===== src/rtl/pe_mp_mac.sv =====
// pe_mp_mac: multi-precision MAC processing element.
//   Streams operand beats over valid/ready, accumulates a dot product and
//   emits one result per vector (in_last marks the final beat).
//   precision_mode: 00 signed full width, 01 two signed half-width lanes,
//                   10 four signed quarter-width lanes, 11 unsigned full width.
//   Optional build macro SATURATE_EN: clamp each accumulate to the signed
//   OUTPUT_WIDTH range and report it on sat_flag. Undefined: wrap, sat_flag=0.
// Ports:
//   clk, rst                 clock, synchronous active-high reset
//   precision_mode           lane format, latched on a vector's first beat
//   in_valid/in_ready/in_last, data_in_1/data_in_2   operand stream
//   out_valid/out_ready, data_out, sat_flag           result stream
module pe_mp_mac #(
  parameter int INPUT_WIDTH  = 8,
  parameter int OUTPUT_WIDTH = 32
) (
  input  logic                    clk,
  input  logic                    rst,
  input  logic [1:0]              precision_mode,
  input  logic                    in_valid,
  output logic                    in_ready,
  input  logic                    in_last,
  input  logic [INPUT_WIDTH-1:0]  data_in_1,
  input  logic [INPUT_WIDTH-1:0]  data_in_2,
  output logic                    out_valid,
  input  logic                    out_ready,
  output logic [OUTPUT_WIDTH-1:0] data_out,
  output logic                    sat_flag
);
  localparam int W  = INPUT_WIDTH;
  localparam int OW = OUTPUT_WIDTH;
  localparam int H  = W / 2;
  localparam int Q  = W / 4;
  localparam int PW = 2 * W + 1;  // holds any lane sum, incl. unsigned product
  localparam int EW = OW + 1;     // stage-1 width: unsigned product stays positive
  localparam int SW = OW + 2;     // accumulate width: room to detect overflow

  generate
    if (W < 4 || (W % 4) != 0) begin : g_bad_in
      $error("pe_mp_mac: INPUT_WIDTH must be a positive multiple of 4");
    end
    if (OW < 2 * W) begin : g_bad_out
      $error("pe_mp_mac: OUTPUT_WIDTH must be >= 2*INPUT_WIDTH");
    end
  endgenerate

  localparam logic [1:0] IDLE  = 2'd0;
  localparam logic [1:0] ACC   = 2'd1;
  localparam logic [1:0] DRAIN = 2'd2;
  localparam logic [1:0] OUT   = 2'd3;

  logic [1:0] state, mode_q, eff_mode;
  logic       beat;

  assign in_ready = !rst && (state == IDLE || state == ACC);
  assign beat     = in_valid && in_ready;
  // First beat uses the live mode; the rest of the vector uses the latched one.
  assign eff_mode = (state == IDLE) ? precision_mode : mode_q;

  // Lane products, summed in a width that cannot overflow.
  logic signed [PW-1:0] la, lb, lane_sum;
  always_comb begin
    la       = '0;
    lb       = '0;
    lane_sum = '0;
    case (eff_mode)
      2'b00: begin
        la       = PW'($signed(data_in_1));
        lb       = PW'($signed(data_in_2));
        lane_sum = la * lb;
      end
      2'b01: begin
        for (int i = 0; i < 2; i++) begin
          la       = PW'($signed(data_in_1[i*H +: H]));
          lb       = PW'($signed(data_in_2[i*H +: H]));
          lane_sum = lane_sum + la * lb;
        end
      end
      2'b10: begin
        for (int i = 0; i < 4; i++) begin
          la       = PW'($signed(data_in_1[i*Q +: Q]));
          lb       = PW'($signed(data_in_2[i*Q +: Q]));
          lane_sum = lane_sum + la * lb;
        end
      end
      default: begin
        la       = PW'(data_in_1);
        lb       = PW'(data_in_2);
        lane_sum = la * lb;
      end
    endcase
  end

  // Stage 1: registered product, tagged with first-beat-of-vector.
  logic                 s1_vld, s1_first;
  logic signed [EW-1:0] s1_prod;

  // Stage 2: accumulator. The first product of a vector replaces the old value.
  logic signed [OW-1:0] acc, acc_nxt;
  logic signed [OW-1:0] base;
  logic signed [SW-1:0] sum;
  logic                 ovf;

  always_comb begin
    base = s1_first ? '0 : acc;
    sum  = SW'(base) + SW'(s1_prod);
`ifdef SATURATE_EN
    // Overflow when the bits above the signed OW range are not a sign copy.
    ovf     = (|sum[SW-1:OW-1]) && !(&sum[SW-1:OW-1]);
    acc_nxt = !ovf ? sum[OW-1:0]
            : (sum[SW-1] ? {1'b1, {(OW-1){1'b0}}} : {1'b0, {(OW-1){1'b1}}});
`else
    ovf     = 1'b0;
    acc_nxt = sum[OW-1:0];
`endif
  end

`ifdef SATURATE_EN
  logic sat_acc;
`endif

  always_ff @(posedge clk) begin
    if (rst) begin
      state     <= IDLE;
      mode_q    <= 2'b00;
      s1_vld    <= 1'b0;
      s1_first  <= 1'b0;
      s1_prod   <= '0;
      acc       <= '0;
      data_out  <= '0;
      out_valid <= 1'b0;
`ifdef SATURATE_EN
      sat_acc   <= 1'b0;
      sat_flag  <= 1'b0;
`endif
    end else begin
      s1_vld <= beat;
      if (beat) begin
        s1_prod  <= EW'(lane_sum);
        s1_first <= (state == IDLE);
      end
      if (s1_vld) begin
        acc <= acc_nxt;
`ifdef SATURATE_EN
        sat_acc <= s1_first ? ovf : (sat_acc | ovf);
`endif
      end
      case (state)
        IDLE: if (beat) begin
          mode_q <= precision_mode;
          state  <= in_last ? DRAIN : ACC;
        end
        ACC: if (beat && in_last) state <= DRAIN;
        // Wait one cycle for the last product to fold, then publish.
        DRAIN: if (!s1_vld) begin
          data_out  <= acc;
          out_valid <= 1'b1;
`ifdef SATURATE_EN
          sat_flag  <= sat_acc;
`endif
          state     <= OUT;
        end
        default: if (out_ready) begin
          out_valid <= 1'b0;
          state     <= IDLE;
        end
      endcase
    end
  end

`ifndef SATURATE_EN
  assign sat_flag = 1'b0;
`endif

endmodule


===== config.mk =====
export PLATFORM = sky130hd
export DESIGN_NAME = pe_mp_mac
export DESIGN_NICKNAME = d
export VERILOG_FILES = /design/src/rtl/pe_mp_mac.sv
export SDC_FILE = /design/constraint.sdc
export NUM_CORES = 1
export LEC_CHECK = 0
export CORE_MARGIN = 3
export CORE_UTILIZATION = 60
export CTS_CLUSTER_DIAMETER = 40
export DETAILED_ROUTE_END_ITERATION = 12
export HOLD_SLACK_MARGIN = 0.02
export MAX_ROUTING_LAYER = met4
export PLACE_DENSITY_LB_ADDON = 0.15
export SKIP_LAST_GASP = 1
export SLEW_MARGIN = 0
export SYNTH_ARGS = -nofsm -noshare
export SYNTH_HDL_FRONTEND = slang
export SYNTH_SLANG_ARGS = --single-unit
export TNS_END_PERCENT = 50

===== constraint.sdc =====
create_clock -name clk -period 6.24 [get_ports clk]
set_clock_uncertainty 0.15 [all_clocks]
set_input_delay 0.936 -clock clk [delete_from_list [all_inputs] [get_ports clk]]
set_output_delay 0.936 -clock clk [all_outputs]
set_load 0.01 [all_outputs]

==> out/results.txt <==
DR vias: 9745
CP endpoint kind: register
Max Root-Sink Buffers: 2
Tcrit/Tclk final: 95.1%
CP Cell Sequence: clkdlybuf4s50_1 -> buf_4 -> inv_1 -> nor2_1 -> inv_1 -> fa_1 -> fa_1 -> inv_1 -> fa_1 -> inv_1 -> fa_1 -> inv_1 -> ha_1 -> a21o_1 -> o211a_1 -> o21ai_1 -> nand3_1 -> buf_4 -> a221oi_1 -> a21oi_1
Cells after Synth: 1429
Initial Util: 61.7%
Worst-Margin Slew: 1.09 ns
synthesized-area fraction occupied by adder cells: 36.3%
worst-skew pair later-pin latency: 0.35 ns
status: finished, final reports clean
die area: 21100 um^2
R2R setup slack: 2.93 ns
sequential fraction of design power: 15.5%
CP Launch Type: primary input
Post-Synth XOR/XNOR Area: 3.91%
syn avg cell area: 8.15 um^2
Yosys cell types: 70
via/cell ratio: 5.55
Routability Congestion: 0.972
Tmin final: 5.93 ns
commonest cells after routing, fill and taps aside: 261 x inv_1, 160 x nand2_1, 134 x fa_1
most common cell after layout, fill and taps aside: inv_1
r2r startpoint: s1_first
largest stage delay on the critical path: 0.55 ns
syn nets: 1710
internal cell power: 0.00239 W
sw frac: 48.5%
Reg2Reg Depth: 10
Ys Warns: 0
Worst EP arrival: 5.99 ns
largest net degree at the start of global routing: 72
DP HPWL: 23300 um
cts hold-fix bufs: 0
Nets: 1771
Max Cap Viol: 0
FMAX: 169 MHz
final WL: 28400 um
multiplexer area fraction after synthesis: 1.40%
RSZ-0062 raised after global routing: no
Total GRT Usage: 27.9%
setup violators final: 0
post-place instance area: 12700 um^2
Post-synth top flop: dfxtp_1
Clk pwr share: 13.3%
first-pass GRT wire length: 47200 um
area of the core: 18900 um^2
IO Port Bufs: 56
I/O Pins: 58
peak supply drop: 0.190 mV
sequential area share after synthesis: 15.1%
setup bufs post-CTS: 0
Fin. Hold Viols: 0
Crit Path Max Fanout: 12
largest family of logic cells by synthesized area: adder cells
number of flops mapped to enable cells by yosys: 0
slowest CP cell: clkdlybuf4s50_1
H-tree depth: 3
vias in the first global route: 9850
Yosys top cell by area: fa_1
ANT nets after route: 0
top cell type's share of synthesized area: 23.0%
post-synthesis compound-gate area fraction: 14.8%
Data required, critical path: 6.30 ns
post-synthesis simple-gate area fraction: 18.4%
top cells by area, synth: fa_1 23%, dfxtp_1 15%, ha_1 13%, inv_1 8.4%, nand2_1 5.2%
Hold Path Depth: 2
Hold Path Class: reg -> reg
CTS tree: done
Pwr Total: 0.00465 W
Slew HR: 26.8%
PwrDens: 358 nW/um^2
layout cells sized above 1: 4.88%
Pins Over Slew Limit: 0
Worst-path clk slew: 0.06 ns
Hold Path Sink: data_out[21]
Crit path top cell by count: inv_1
Die Y: 145 um
die width: 145 um
Hold Crit Start: data_out[21]
number of synthesized register bits: 88
crit path kind: in -> reg
CTS root buf: clkbuf_16
Logic pwr share: 71.2%
P_leak: 6.30 nW
row cnt: 50
total CTS buffers: 9
initial DRC count: 509
Antenna diodes: 0
area grow syn2layout: 11.5%
cell area after synthesis: 11700 um^2
FF-to-FF End: acc[28]
sw power: 0.00225 W
DRC: 0
ys async rst share: 0%
DR pass1 iterations: 5
post-route setup TNS: 0 ns
grt total ovfl: 0
clock sinks: 88
Routed WL per cell: 16.2 um
number of antenna violations at the first check in global routing: 0
design area: 13000 um^2
post-cts resize count: 0
==> how the worst max path moves through the flow <==
stage | to | from | slack, ns
6_report | s1_prod[10] | data_in_2[7] | 0.31
5_1_grt | s1_prod[10] | data_in_2[7] | 0.03
4_1_cts | s1_prod[10] | data_in_2[7] | 0.27
3_5_place_dp | s1_prod[10] | data_in_2[7] | -0.06
3_3_place_gp | s1_prod[10] | data_in_2[7] | 0.07
2_1_floorplan | s1_prod[15] | data_in_1[7] | 0.53
==> state kept, by name, indices dropped and copies added (netlist names) <==
name	count
acc	32
s1_vld	1
s1_prod	17
data_out	32
s1_first	1
state	2
mode_q	2
out_valid	1
==> critical path: cells and delay by family <==
kind                     cells  cell delay (ns)
AO/OA/AOI/OAI                5             0.94
buffers and inverters        8             1.28
AND/OR/NAND/NOR              2             0.33
adder cells (fa/ha/maj)      5             2.48
==> synth_stat cells (9+ instances only) <==
library cell and n:
a21o_1 23, a21oi_1 89, and2_1 47, clkbuf_1 35, dfxtp_1 88, fa_1 134
ha_1 124, inv_1 261, mux2i_1 14, nand2_1 160, nand2b_1 12, nand3_1 35
nor2_1 56, nor2b_1 42, nor3_1 39, o21a_1 19, o21ai_0 42, o31ai_1 9
or3_1 13, xnor2_1 34, xor2_1 18
==> cells by family after synthesis <==
kind of cell	Yosys count
and+or+nand+nor	440
buffers and inverters	309
AOI/OAI and AO/OA	265
adders and majority gates	258
DFF	88
xor gates and xnor gates	52
muxes	16
other	1
==> per-layer routing <==
layer	vias up	share of wire, %	track usage (%)
met5	-	0	-
met1	4679	41	31.4
met3	81	2.9	2.71
met4	0	5.1	13.2
met2	202	51	50.0
li1	4783	-	-
==> final cells by class <==
type	count	area, um^2
Fill cell	1616	5900
Timing Repair Buffer	95	848
Clock buffer	11	233
Clock inverter	5	105
Sequential cell	88	1760
Tap cell	260	325
Multi-Input combinational cell	1032	8730
Inverter	264	991
==> stage by stage <==
step / hold WS (ns) / setup slack [ns] / std cells / util [%]
after floorplan: 0.284 / 0.531 / 1429 / -
after global placement: 0.290 / 0.0690 / 1739 / 67.0
after detailed placement: 0.295 / -0.0570 / 1739 / 67.0
after CTS: 0.304 / 0.274 / 1755 / 68.8
after global routing: 0.318 / 0.0253 / 1755 / 68.8
final: 0.300 / 0.307 / 1755 / 68.8
==> power groups by stage <==
| stage | registers, W | logic (W) | clock network (W) |
|---|---|---|---|
| 4_1_cts | 0.000721 | 0.00328 | 0.000624 |
| 5_1_grt | 0.000731 | 0.00371 | 0.000643 |
| 3_3_place_gp | 0.000731 | 0.00318 | 0 |
| 2_1_floorplan | 0.000706 | 0.00242 | 0 |
| 6_report | 0.000721 | 0.00331 | 0.000616 |
| 3_5_place_dp | 0.000733 | 0.00325 | 0 |
(Power assumes the default switching activity.)
